**src/rtl/csi2_pkg.sv**
```systemverilog
// Shared CSI-2 data-type codes, sequencer states and error-bit positions for the
// frame sequencer and its payload counter.
package csi2_pkg;

    localparam logic [5:0] CSI2_DT_FS       = 6'h00;
    localparam logic [5:0] CSI2_DT_FE       = 6'h01;
    localparam logic [5:0] CSI2_DT_LS       = 6'h02;
    localparam logic [5:0] CSI2_DT_LE       = 6'h03;
    localparam logic [5:0] CSI2_DT_LONG_MIN = 6'h10;

    typedef enum logic [1:0] {
        ST_IDLE,
        ST_IN_FRAME,
        ST_IN_LINE,
        ST_DROP
    } seq_state_t;

    localparam int ERR_FE_OUTSIDE   = 0;
    localparam int ERR_FS_INSIDE    = 1;
    localparam int ERR_LONG_OUTSIDE = 2;
    localparam int ERR_LENGTH       = 3;

endpackage

```
**src/rtl/csi2_payload_counter.sv**
```systemverilog
// Counts payload bytes of the current long packet, builds the per-beat byte mask and,
// when CSI2_LENGTH_CHECK_EN is defined, compares delivered bytes against the header count.
module csi2_payload_counter
    import csi2_pkg::*;
(
    input  logic        clock,
    input  logic        reset,
    input  logic        load,
    input  logic [15:0] load_count,
    input  logic        beat,
    output logic        beat_accept,
    output logic [3:0]  beat_keep,
    output logic        length_error
);

    logic [15:0] word_count_q, word_count_d;
    logic [15:0] byte_count_q, byte_count_d;
    logic [15:0] remaining;
    logic [15:0] beat_bytes;

    // NOTE: every variable gets a value before any branch so no latch is inferred.
    always_comb begin
        remaining   = word_count_q - byte_count_q;
        beat_accept = beat && (remaining != 16'd0);
        beat_bytes  = 16'd4;
        beat_keep   = 4'hF;
        if (remaining < 16'd4) begin
            beat_bytes = remaining;
            beat_keep  = (4'b0001 << remaining[1:0]) - 4'd1;
        end

        word_count_d = load ? load_count : word_count_q;
        byte_count_d = byte_count_q;
        if (load) begin
            byte_count_d = 16'd0;
        end else if (beat_accept) begin
            byte_count_d = byte_count_q + beat_bytes;
        end
    end

`ifdef CSI2_LENGTH_CHECK_EN
    // The beat arriving alongside packet_done still belongs to the packet being closed.
    assign length_error = (byte_count_q + (beat_accept ? beat_bytes : 16'd0)) != word_count_q;
`else
    assign length_error = 1'b0;
`endif

    // NOTE: state registers use non-blocking assignments so all flops update together.
    always_ff @(posedge clock) begin
        if (reset) begin
            word_count_q <= '0;
            byte_count_q <= '0;
        end else begin
            word_count_q <= word_count_d;
            byte_count_q <= byte_count_d;
        end
    end

endmodule

```
**src/rtl/csi2_frame_sequencer.sv**
```systemverilog
// Tracks FS/FE/long packets on one virtual channel and turns accepted payload into a
// framed pixel stream with counters and sticky error flags (optional CSI2_LENGTH_CHECK_EN).
module csi2_frame_sequencer
    import csi2_pkg::*;
#(
    parameter logic [1:0]  VIRTUAL_CHANNEL = 2'd0,
    parameter int unsigned MAX_LINES       = 4095
) (
    input  logic            clock,
    input  logic            reset,
    input  logic            header_valid,
    input  logic [1:0]      virtual_channel,
    input  logic [5:0]      image_data_type,
    input  logic [15:0]     word_count,
    input  logic [3:0][7:0] image_data,
    input  logic            image_data_enable,
    input  logic            packet_done,
    input  logic            error_clear,
    output logic            frame_valid,
    output logic            line_valid,
    output logic [3:0][7:0] pixel_data,
    output logic [3:0]      pixel_keep,
    output logic            pixel_valid,
    output logic [15:0]     frame_number,
    output logic [11:0]     line_count,
    output logic            error_pulse,
    output logic [3:0]      error_status
);

    seq_state_t      state_q, state_d, mid_state;
    logic            frame_valid_q, frame_valid_d;
    logic            line_valid_q, line_valid_d;
    logic [3:0][7:0] pixel_data_q, pixel_data_d;
    logic [3:0]      pixel_keep_q, pixel_keep_d;
    logic            pixel_valid_q, pixel_valid_d;
    logic [15:0]     frame_number_q, frame_number_d;
    logic [11:0]     line_count_q, line_count_d;
    logic            error_pulse_q, error_pulse_d;
    logic [3:0]      error_status_q, error_status_d;

    logic            hdr_ours, is_long, line_start, beat, beat_accept, length_error;
    logic [3:0]      beat_keep, err_new;

    assign beat = image_data_enable && (state_q == ST_IN_LINE);

    csi2_payload_counter u_payload_counter (
        .clock        (clock),
        .reset        (reset),
        .load         (line_start),
        .load_count   (word_count),
        .beat         (beat),
        .beat_accept  (beat_accept),
        .beat_keep    (beat_keep),
        .length_error (length_error)
    );

    always_comb begin
        hdr_ours       = header_valid && (virtual_channel == VIRTUAL_CHANNEL);
        is_long        = image_data_type >= CSI2_DT_LONG_MIN;
        mid_state      = state_q;
        frame_number_d = frame_number_q;
        line_count_d   = line_count_q;
        err_new        = '0;
        line_start     = 1'b0;

        // End of packet resolves first; a header in the same cycle sees the result.
        if (packet_done) begin
            if (state_q == ST_IN_LINE) begin
                mid_state = ST_IN_FRAME;
                if (line_count_q != 12'(MAX_LINES)) line_count_d = line_count_q + 12'd1;
                err_new[ERR_LENGTH] = length_error;
            end else if (state_q == ST_DROP) begin
                mid_state = ST_IDLE;
            end
        end

        state_d = mid_state;
        if (hdr_ours) begin
            case (mid_state)
                ST_IDLE: begin
                    if (image_data_type == CSI2_DT_FS) begin
                        state_d        = ST_IN_FRAME;
                        frame_number_d = word_count;
                        line_count_d   = '0;
                    end else if (image_data_type == CSI2_DT_FE) begin
                        err_new[ERR_FE_OUTSIDE] = 1'b1;
                    end else if (is_long) begin
                        err_new[ERR_LONG_OUTSIDE] = 1'b1;
                        state_d = ST_DROP;
                    end
                end
                ST_IN_FRAME: begin
                    if (is_long) begin
                        state_d    = ST_IN_LINE;
                        line_start = 1'b1;
                    end else if (image_data_type == CSI2_DT_FE) begin
                        state_d = ST_IDLE;
                    end else if (image_data_type == CSI2_DT_FS) begin
                        err_new[ERR_FS_INSIDE] = 1'b1;
                        frame_number_d = word_count;
                        line_count_d   = '0;
                    end
                end
                default: ;
            endcase
        end

        frame_valid_d  = (state_d == ST_IN_FRAME) || (state_d == ST_IN_LINE);
        line_valid_d   = (state_d == ST_IN_LINE);
        pixel_valid_d  = beat_accept;
        pixel_data_d   = beat_accept ? image_data : '0;
        pixel_keep_d   = beat_accept ? beat_keep : '0;
        error_pulse_d  = |err_new;
        // A fresh error wins over a simultaneous clear.
        error_status_d = (error_clear ? 4'b0000 : error_status_q) | err_new;
    end

    always_ff @(posedge clock) begin
        if (reset) begin
            state_q        <= ST_IDLE;
            frame_valid_q  <= 1'b0;
            line_valid_q   <= 1'b0;
            pixel_data_q   <= '0;
            pixel_keep_q   <= '0;
            pixel_valid_q  <= 1'b0;
            frame_number_q <= '0;
            line_count_q   <= '0;
            error_pulse_q  <= 1'b0;
            error_status_q <= '0;
        end else begin
            state_q        <= state_d;
            frame_valid_q  <= frame_valid_d;
            line_valid_q   <= line_valid_d;
            pixel_data_q   <= pixel_data_d;
            pixel_keep_q   <= pixel_keep_d;
            pixel_valid_q  <= pixel_valid_d;
            frame_number_q <= frame_number_d;
            line_count_q   <= line_count_d;
            error_pulse_q  <= error_pulse_d;
            error_status_q <= error_status_d;
        end
    end

    assign frame_valid  = frame_valid_q;
    assign line_valid   = line_valid_q;
    assign pixel_data   = pixel_data_q;
    assign pixel_keep   = pixel_keep_q;
    assign pixel_valid  = pixel_valid_q;
    assign frame_number = frame_number_q;
    assign line_count   = line_count_q;
    assign error_pulse  = error_pulse_q;
    assign error_status = error_status_q;

endmodule

```
**config.mk**
```make
export PLATFORM = sky130hd
export DESIGN_NAME = csi2_frame_sequencer
export DESIGN_NICKNAME = d
export VERILOG_FILES = /design/src/rtl/csi2_pkg.sv /design/src/rtl/csi2_payload_counter.sv /design/src/rtl/csi2_frame_sequencer.sv
export SDC_FILE = /design/constraint.sdc
export NUM_CORES = 1
export LEC_CHECK = 0
export BUFFER_PORTS_ARGS = -buffer_cell sky130_fd_sc_hd__buf_2
export CORE_MARGIN = 2
export CORE_UTILIZATION = 27
export CTS_CLUSTER_SIZE = 16
export DETAILED_ROUTE_END_ITERATION = 10
export PLACE_DENSITY_LB_ADDON = 0.3
export SYNTH_ARGS = -nofsm -noshare
export SYNTH_HDL_FRONTEND = slang
export SYNTH_HIERARCHICAL = 1
export SYNTH_SLANG_ARGS = --single-unit
```
**constraint.sdc**
```tcl
create_clock -name clock -period 6.3 [get_ports clock]
set_clock_uncertainty 0.2 [all_clocks]
set_input_delay 0.315 -clock clock [delete_from_list [all_inputs] [get_ports clock]]
set_output_delay 0.315 -clock clock [all_outputs]
set_load 0.01 [all_outputs]
```
==> impl_metrics.tcl, run 1 <==
set metrics [dict create \
    internal_power_mw 1.10 \
    worstHoldStart "word_count[3]" \
    fin_setup_tns_ps 0 \
    synth_edf_count 0 \
    synth_most_common_cell "dfxtp_1" \
    combPwrFrac_pct 14.7 \
    die_area_sq_mm 0.0214 \
    tightest_slew_ps 1010 \
    htreeDepth 3 \
    grt-ovfl-total 0 \
    post-place-ws_ps 836 \
    cts_tree "done" \
    synth_top_area_cell "dfxtp_1" \
    core-area_sq_mm 0.0200 \
    drc 0 \
    fmax_mhz 181 \
    outcome "finished clean" \
    worstReg2RegEnd "u_payload_counter/byte_count_q[14]" \
    finalMaxSlewViolations 0 \
    nFillCells 2113 \
    criticalPathCategory "flop to flop" \
    fin_crit_sh_pct 87.6 \
    drt_pass1_iterations 4 \
    yosysUniqueCellTypes 64 \
    fin_nets 908 \
    track_usage_pct 13.4 \
    p_per_area_mw_per_mm2 211 \
    synth_top_area_share_pct 38.8 \
    cp_data_arrival_time_ps 5600 \
    rrSetupSlack_ps 780 \
    yosysSeqAreaShare_pct 38.8 \
    top_level_ports 134 \
    grt_pass1_vias 4593 \
    ir_worst_vdd_uv 149 \
    min_period_ps 5520 \
    ys_ff_latch 106 \
    hold_path.class "input pin to flop" \
    path_max_fanout 8 \
    setup_viol 0 \
    cts_made_buffers 9 \
    syn_inst 651 \
    cts_setup_buffers 0 \
    diodes 0 \
    maxCapViolCount 0 \
    via_count 5009 \
    io_buffer_count 133 \
    p_clk_share_pct 39.5 \
    hold_viol 0 \
    routed_wl_microns 14300 \
    rows 52 \
    crit_path_end_kind "flop" \
    start_util_pct 27.3 \
    cts_resized 0 \
    synthFlopType "dfxtp_1" \
    final_antenna_net_count 0 \
    hold_end "frame_number[3]" \
    r2r_start "u_payload_counter/byte_count_q[3]" \
    regArea_sq_mm 0.00212 \
    rsz0062_at_grt "false" \
    yosys_warnings 6 \
    startpoint_type "flop" \
    clk_latency_ps 350 \
    path_clk_slew_ps 70 \
    grt_pass1_wl_microns 23500 \
    die-height_microns 146 \
    grt_max_degree 46 \
    drive_gt1_share_pct 20.2 \
    leakage_nw 3.12 \
    die_w_microns 146 \
    drt_first_iter_violations 332 \
    clk_path_buf_depth 2 \
    area_growth_pct 28.7 \
    p_sw_share_pct 26.0 \
    viasPerCell 4.61 \
    synth.cell_area_sq_mm 0.00547 \
    multi_input_area_sq_mm 0.00313 \
    slew_headroom_pct 32.1 \
    switchingPower_mw 0.386 \
    worst_slack_ps 782 \
    routedWlPerCell_microns 13.2 \
    async_flop_share_pct 0 \
    gp_congestion 0.889 \
    synth_area_leaders "dfxtp_1, ha_1, a21oi_1" \
    dp_hpwl_microns 10400 \
    clock_sinks 106 \
    antenna_found_initial 1 \
    syn_area_per_cell_sq_um 8.40 \
    rr_worst_depth 21 \
    clock-root-buffer "clkbuf_16" \
    pwr-share-seq_pct 45.7 \
    worstPathRequired_ps 6380 \
    synthTopCellsByCount "dfxtp_1, nor2_1, nand2_1" \
    min_path_cells 3 \
]
==> kinds of logic after synthesis <==
family,count (synthesis),synth area share (%)
simple gates,267,24.9
compound gates,139,16.3
flops,106,38.8
buf+inv,64,5.12
fa+ha+maj,34,8.05
xor+xnor,20,3.20
mux,20,3.66
other cells,1,0.0685
==> critical path: stages, from the launching register on <==
cell	delay [ps]
dfxtp_1	340
inv_1	70
ha_1	370
a211o_1	340
a221oi_2	260
o221ai_1	140
a311o_1	330
or4_4	550
nor3_1	160
and3b_1	350
nand2_1	140
fa_1	440
nor2b_1	120
o21ai_0	100
a21boi_0	350
o21bai_1	120
a21boi_0	200
o21ai_0	140
a21oi_1	270
and4_1	230
nor3_1	50
o22ai_1	160
==> timing repair <==
action                                 in CTS  in global routing
hold buffers                               32                  1
setup endpoints to repair                   0                  0
endpoints found under the hold margin      32                  1
==> layer usage <==
metal	vias up	GRT usage (%)	share of wire (%)
met2	136	21.4	45
met5	-	0	0.091
met3	13	3.22	5.3
met4	2	3.69	1.1
li1	2582	-	-
met1	2276	18.1	49
==> final cells by class <==
class | instances | share of cell area (%)
clock buffers | 10 | 3.39
flip-flops and latches | 106 | 30.1
clock inverters | 6 | 1.07
well taps | 270 | 4.80
multi-input cells | 493 | 44.4
repair buffers | 169 | 14.5
inverters | 33 | 1.76
==> through the flow <==
step	total power, mW	util [%]	hold slack, ps	area [sq um]	instances
floorplan	0.841	-	237	5520	663
global placement	0.897	31.9	238	6400	1038
detailed placement	0.896	31.9	241	6400	1038
CTS	1.51	35.1	1.47	7030	1086
global route	1.56	35.1	13.2	7040	1087
finish	1.49	35.1	16.6	7040	1087
==> sequential cells by signal, indices dropped and copies added, names as in the netlist, named ones only <==
register,cells
pixel_data,32
frame_number,16
u_payload_counter/word_count_q,16
u_payload_counter/byte_count_q,15
line_count,12
error_status,4
pixel_keep,4
state_q,2
error_pulse,1
frame_valid,1
line_valid,1
pixel_valid,1
==> power by group through the flow <==
stage	combinational [mW]	clock [mW]	sequential, mW
finish	0.219	0.588	0.680
global route	0.245	0.639	0.681
CTS	0.217	0.610	0.680
detailed placement	0.200	0	0.696
global placement	0.201	0	0.696
floorplan	0.144	0	0.697
==> cell usage in the layout, fill, tap and decap left out, drive strengths merged, types with 10 or more instances in the layout <==
cell         count
nor2            70
nand2           66
dfxtp          106
inv             34
dlygate4sd3     33
nand4           10
xnor2           11
conb            13
mux2i           20
a21oi           54
and2            38
ha              32
buf            136
clkbuf          10
nor2b           11
nor3            20
nand3           14
o21ai           17
==> worst max path at each step <==
stage | startpoint | to | cells past startpoint
after CTS | u_payload_counter/byte_count_q[3] | u_payload_counter/byte_count_q[14] | 21
after detailed placement | u_payload_counter/byte_count_q[3] | u_payload_counter/byte_count_q[14] | 21
after global placement | u_payload_counter/byte_count_q[3] | u_payload_counter/byte_count_q[14] | 21
after global routing | u_payload_counter/word_count_q[0] | u_payload_counter/byte_count_q[14] | 23
final | u_payload_counter/byte_count_q[3] | u_payload_counter/byte_count_q[14] | 21
after floorplan | u_payload_counter/byte_count_q[3] | u_payload_counter/byte_count_q[14] | 23
No activity file was read; power rests on OpenSTA's default activity.
==> run 2, diff against run 1 <==
--- a/config.mk
+++ b/config.mk
@@ -10,7 +10,7 @@
 export CORE_UTILIZATION = 27
 export CTS_CLUSTER_SIZE = 16
 export DETAILED_ROUTE_END_ITERATION = 10
-export PLACE_DENSITY_LB_ADDON = 0.3
+export PLACE_DENSITY = 0.5
 export SYNTH_ARGS = -nofsm -noshare
 export SYNTH_HDL_FRONTEND = slang
 export SYNTH_HIERARCHICAL = 1
==> run 2 against run 1 <==
Via count down 1.4%. Sequential share of layout area up 0.10 points. Register-to-register slack worse by 40 ps. Worst hold slack worse by 5.3 ps. Non-clock buffer count up 1. Power down 3.4%. Combinational power about the same. Critical endpoint unchanged. Wire length up 0.73%.
==> impl_metrics.tcl, run 2 (synthesis results as in run 1) <==
set metrics [dict create \
    grt_pass1_vias 4548 \
    path_max_fanout 8 \
    io_buffer_count 133 \
    maxCapViolCount 0 \
    leakage_nw 3.10 \
    rr_worst_depth 21 \
    drt_first_iter_violations 239 \
    min_path_cells 3 \
    path_clk_slew_ps 70 \
    via_count 4941 \
    combPwrFrac_pct 15.4 \
    tightest_slew_ps 1030 \
    internal_power_mw 1.05 \
    fmax_mhz 180 \
    core-area_sq_mm 0.0200 \
    start_util_pct 27.3 \
    drive_gt1_share_pct 20.0 \
    clock-root-buffer "clkbuf_16" \
    final_cell_mix "buf_2, dfxtp_1, nor2_1, nand2_1, a21oi_1" \
    gp_congestion 0.885 \
    criticalPathCategory "flop to flop" \
    p_clk_share_pct 37.3 \
    startpoint "u_payload_counter/byte_count_q[3]" \
    track_usage_pct 13.4 \
    cts_tree "done" \
    routedWlPerCell_microns 13.3 \
    startpoint_type "flop" \
    die-height_microns 146 \
    slew_headroom_pct 31.1 \
    grt-ovfl-total 0 \
    die_area_sq_mm 0.0214 \
    antenna_found_initial 0 \
    fin_crit_sh_pct 88.2 \
    hold_viol 0 \
    cts_made_buffers 9 \
    clk_path_buf_depth 2 \
    htreeDepth 3 \
    grt_max_degree 46 \
    layout_commonest_cell "buf_2" \
    critPathCapture "u_payload_counter/byte_count_q[14]" \
    clk_latency_ps 350 \
    top_level_ports 134 \
    routed_wl_microns 14500 \
    rrSetupSlack_ps 750 \
    diodes 0 \
    ir_worst_vdd_uv 130 \
    p_per_area_mw_per_mm2 205 \
    viasPerCell 4.54 \
    r2r_start "u_payload_counter/byte_count_q[3]" \
    crit_path_end_kind "flop" \
    grt_pass1_wl_microns 23500 \
    cp_data_arrival_time_ps 5640 \
    p_sw_share_pct 26.9 \
    min_period_ps 5550 \
    rsz0062_at_grt "false" \
    worstPathRequired_ps 6380 \
    hold_path.class "input pin to flop" \
    drc 0 \
    finalMaxSlewViolations 0 \
    setup_viol 0 \
    fin_setup_tns_ps 0 \
    final_antenna_net_count 0 \
    clock_sinks 106 \
    cts_resized 0 \
    dp_hpwl_microns 10600 \
    area_growth_pct 28.3 \
    outcome "finished clean" \
    largest_reg_flops 32 \
    switchingPower_mw 0.386 \
    fin_nets 909 \
    drt_pass1_iterations 5 \
    power.total_mw 1.44 \
    rows 52 \
    worstReg2RegEnd "u_payload_counter/byte_count_q[14]" \
    die_w_microns 146 \
    pwr-share-seq_pct 47.3 \
]
run 2: cell count changes in the layout (fill, tap and decap cells not counted), sizes merged:
cell and delta:
inv +1, bufinv -1, clkinv -2, dlygate4sd3 +1
clkinvlp +2
run 2: worst min path at each step:
stage                          start                                end  slack (ps)
finish                 word_count[3]  u_payload_counter/word_count_q[3]          10
CTS                   word_count[13]                   frame_number[13]         0.1
floorplan              image_data[0]                      pixel_data[0]         240
global placement    frame_number[14]                   frame_number[14]         240
detailed placement  frame_number[15]                   frame_number[15]         240
global route          word_count[14]                   frame_number[14]          10
run 2: cell type report:
class | count | area, sq um
fill | 2151 | 13000
multi-input combinational | 493 | 3130
sequential | 106 | 2120
timing repair buffer | 170 | 1030
tap | 270 | 338
clock buffer | 10 | 229
inverter | 33 | 124
clock inverter | 6 | 51.3
run 2: worst max-delay path, stage by stage, from the launching register on:
cell and delay, ps:
dfxtp_1 340, inv_1 70, ha_1 390, a211o_1 340, a221oi_2 260, o221ai_1 140, a311o_1 330, or4_4 560
nor3_1 180, and3b_1 340, nand2_1 150, fa_1 450, nor2b_1 130, o21ai_0 110, a21boi_0 370, o21bai_1 130
a21boi_0 190, o21ai_0 130, a21oi_1 260, and4_1 230, nor3_1 50, o22ai_1 160
run 2: metrics by stage:
| step | hold WS [ps] | worst slack, ps | util [%] | cell area, sq um | instances |
|---|---|---|---|---|---|
| 2_1_floorplan | 237 | 1240 | - | 5520 | 663 |
| 3_3_place_gp | 239 | 928 | 31.9 | 6400 | 1038 |
| 3_5_place_dp | 242 | 800 | 31.9 | 6400 | 1038 |
| 4_1_cts | 0.148 | 757 | 35.0 | 7020 | 1088 |
| 5_1_grt | 11.9 | 292 | 35.0 | 7020 | 1088 |
| 6_report | 11.3 | 746 | 35.0 | 7020 | 1088 |
run 2: layer usage:
layer	vias up	wire (microns)	GRT usage (%)
met5	-	0	0
met4	0	158	3.50
met3	12	806	3.16
met2	141	6320	21.2
met1	2206	7170	18.4
li1	2582	-	-
run 2: timing repair:
item,CTS,global route
endpoints found under the hold margin,34,0
setup buffers,0,0
hold buffers,34,0
run 2: power by group through the flow:
stage / logic [mW] / registers [mW] / clock network, mW
2_1_floorplan: 0.144 / 0.697 / 0
3_3_place_gp: 0.205 / 0.696 / 0
3_5_place_dp: 0.203 / 0.696 / 0
4_1_cts: 0.222 / 0.680 / 0.564
5_1_grt: 0.247 / 0.681 / 0.587
6_report: 0.221 / 0.680 / 0.536
==> run 3, diff against run 2 <==
--- a/config.mk
+++ b/config.mk
@@ -13,5 +13,4 @@
 export PLACE_DENSITY = 0.5
 export SYNTH_ARGS = -nofsm -noshare
 export SYNTH_HDL_FRONTEND = slang
-export SYNTH_HIERARCHICAL = 1
 export SYNTH_SLANG_ARGS = --single-unit
==> run 3 against run 2 <==
Maximum frequency up 5.9%. Setup slack better by 310 ps. Clock power rose by 9.3%. Via count up 2.1%. Critical path depth is 1 higher. Global-route usage is 0.20 points higher. Register-to-register slack improved by 310 ps. First-iteration DRC count shrank 22%. Count of clock-buffer cells in the layout fell by 1. Sequential share of layout area shrank 0.79 points. Non-clock buffer count rose by 8.
==> impl_metrics.tcl, run 3 <==
set metrics [dict create \
    area_growth_pct 30.7 \
    die-height_microns 146 \
    path_max_fanout 5 \
    clk_path_buf_depth 2 \
    drt_pass1_iterations 4 \
    crit_path_end_kind "flop" \
    final_antenna_net_count 0 \
    syn_area_per_cell_sq_um 8.24 \
    cts_resized 0 \
    synth_top_area_share_pct 38.5 \
    p_per_area_mw_per_mm2 209 \
    grt-ovfl-total 0 \
    outcome "finished clean" \
    gp_congestion 0.856 \
    routed_wl_microns 14500 \
    setup_viol 0 \
    layout_commonest_cell "buf_2" \
    tightest_slew_ps 705 \
    fin_nets 932 \
    synth.cell_area_sq_mm 0.00546 \
    clk_latency_ps 360 \
    largest_reg_flops 32 \
    viasPerCell 4.54 \
    rsz0062_at_grt "false" \
    routedWlPerCell_microns 13.0 \
    path_clk_slew_ps 80 \
    holdWs_ps 10.6 \
    multi_input_area_sq_mm 0.00313 \
    async_flop_share_pct 0 \
    track_usage_pct 13.6 \
    fin_crit_sh_pct 83.3 \
    via_count 5045 \
    cts_setup_buffers 0 \
    stdcell_count 1111 \
    clock-root-buffer "clkbuf_16" \
    hold_path.class "input pin to flop" \
    synth_area_leaders "dfxtp_1, ha_1, nand2_1" \
    drc 0 \
    cts_hold_buf 40 \
    fmax_mhz 191 \
    ir_worst_vdd_uv 131 \
    criticalPathCategory "flop to flop" \
    htreeDepth 3 \
    hold_viol 0 \
    die_w_microns 146 \
    yosys_warnings 0 \
    core-area_sq_mm 0.0200 \
    synth_edf_count 0 \
    ys_ff_latch 105 \
    syn_inst 663 \
    min_period_ps 5250 \
    clock_sinks 105 \
    nFillCells 2171 \
    io_buffer_count 132 \
    dp_cells 1055 \
    final_util_pct 35.6 \
    cts_tree "done" \
    synth_most_common_cell "dfxtp_1" \
    dp_hpwl_microns 10800 \
    worstHoldStart "word_count[12]" \
    synthFlopType "dfxtp_1" \
    synthTopCellsByCount "dfxtp_1, nand2_1, a21oi_1" \
    start_util_pct 27.3 \
    leakage_nw 3.21 \
    min_path_cells 3 \
    yosysSeqAreaShare_pct 38.5 \
    cts_made_buffers 9 \
    grt_pass1_wl_microns 24000 \
    power.total_mw 1.49 \
    drt_first_iter_violations 187 \
    fin_setup_tns_ps 0 \
    startpoint_type "flop" \
    antenna_found_initial 0 \
    finalMaxSlewViolations 0 \
    yosysUniqueCellTypes 73 \
    top_level_ports 134 \
    grt_max_degree 46 \
    rr_worst_depth 22 \
    diodes 0 \
    die_area_sq_mm 0.0214 \
    worstPathRequired_ps 6310 \
    final_cell_mix "buf_2, dfxtp_1, nand2_1, a21oi_1, nor2_1" \
    maxCapViolCount 0 \
    grt_pass1_vias 4891 \
    rows 52 \
    regArea_sq_mm 0.00210 \
    synth_top_area_cell "dfxtp_1" \
    drive_gt1_share_pct 21.3 \
    cp_data_arrival_time_ps 5260 \
    slew_headroom_pct 53.0 \
]
run 3: changes by cell type in the layout (fill, tap and decap cells not counted), moves of 5 or more:
cell,change
a21oi_1,+13
dlygate4sd3_1,+6
inv_1,+5
mux2i_1,-14
nand2_1,+34
nand3b_1,+5
nor2_1,-13
nor3_1,-6
run 3: cells by family after synthesis:
logic type,Yosys count,share of synthesized area (%)
simple gates,275,24.6
buf+inv,67,5.22
other cells,1,0.0686
xor+xnor,17,2.73
fa+ha+maj,34,8.06
compound gates,154,18.8
flops,105,38.5
mux,10,1.99
run 3: final cells by class:
cell class	count	area share, %
Clock buffer	9	3.16
Clock inverter	7	1.24
Inverter	39	2.05
Multi-Input combinational cell	503	43.9
Sequential cell	105	29.4
Tap cell	270	4.73
Timing Repair Buffer	178	15.5
run 3: path summary, 6_finish.rpt:
kind | end | slack, ps
hold reg to reg | frame_number[12] | 260
setup / recovery | u_payload_counter.byte_count_q[14] | 1050
setup reg to reg | u_payload_counter.byte_count_q[14] | 1050
hold / removal | frame_number[12] | 10
run 3: power breakdown:
group	switching (mW)	total (mW)	internal (mW)
registers	0.00333	0.674	0.671
logic	0.124	0.233	0.109
clock network	0.298	0.586	0.288
total	0.425	1.49	1.07
run 3: per-stage QoR:
step                setup WS [ps]  area (sq um)
floorplan                    1450          5510
global placement             1160          6420
detailed placement           1030          6420
CTS                          1010          7140
global route                  539          7140
finish                       1050          7140
run 3: routing by layer:
metal	GRT usage (%)	part of all wire [%]
met5	0	0
met4	4.32	1.9
met3	3.22	4.5
met2	22.6	46
met1	17.5	47
run 3: critical path, stage by stage, from the launching register on:
cell	delay [ps]
dfxtp_1	360
ha_1	170
inv_1	50
fa_1	420
a21o_1	190
a221oi_2	330
o21bai_1	140
mux2_4	320
a311o_1	320
nor4_1	240
buf_4	200
nand2_1	90
fa_1	450
nor2b_1	130
o21ai_0	100
a21boi_0	230
o21ai_0	150
a21boi_0	350
o21ai_0	180
a31oi_1	180
xor2_1	90
a21oi_1	140
nor2_1	50
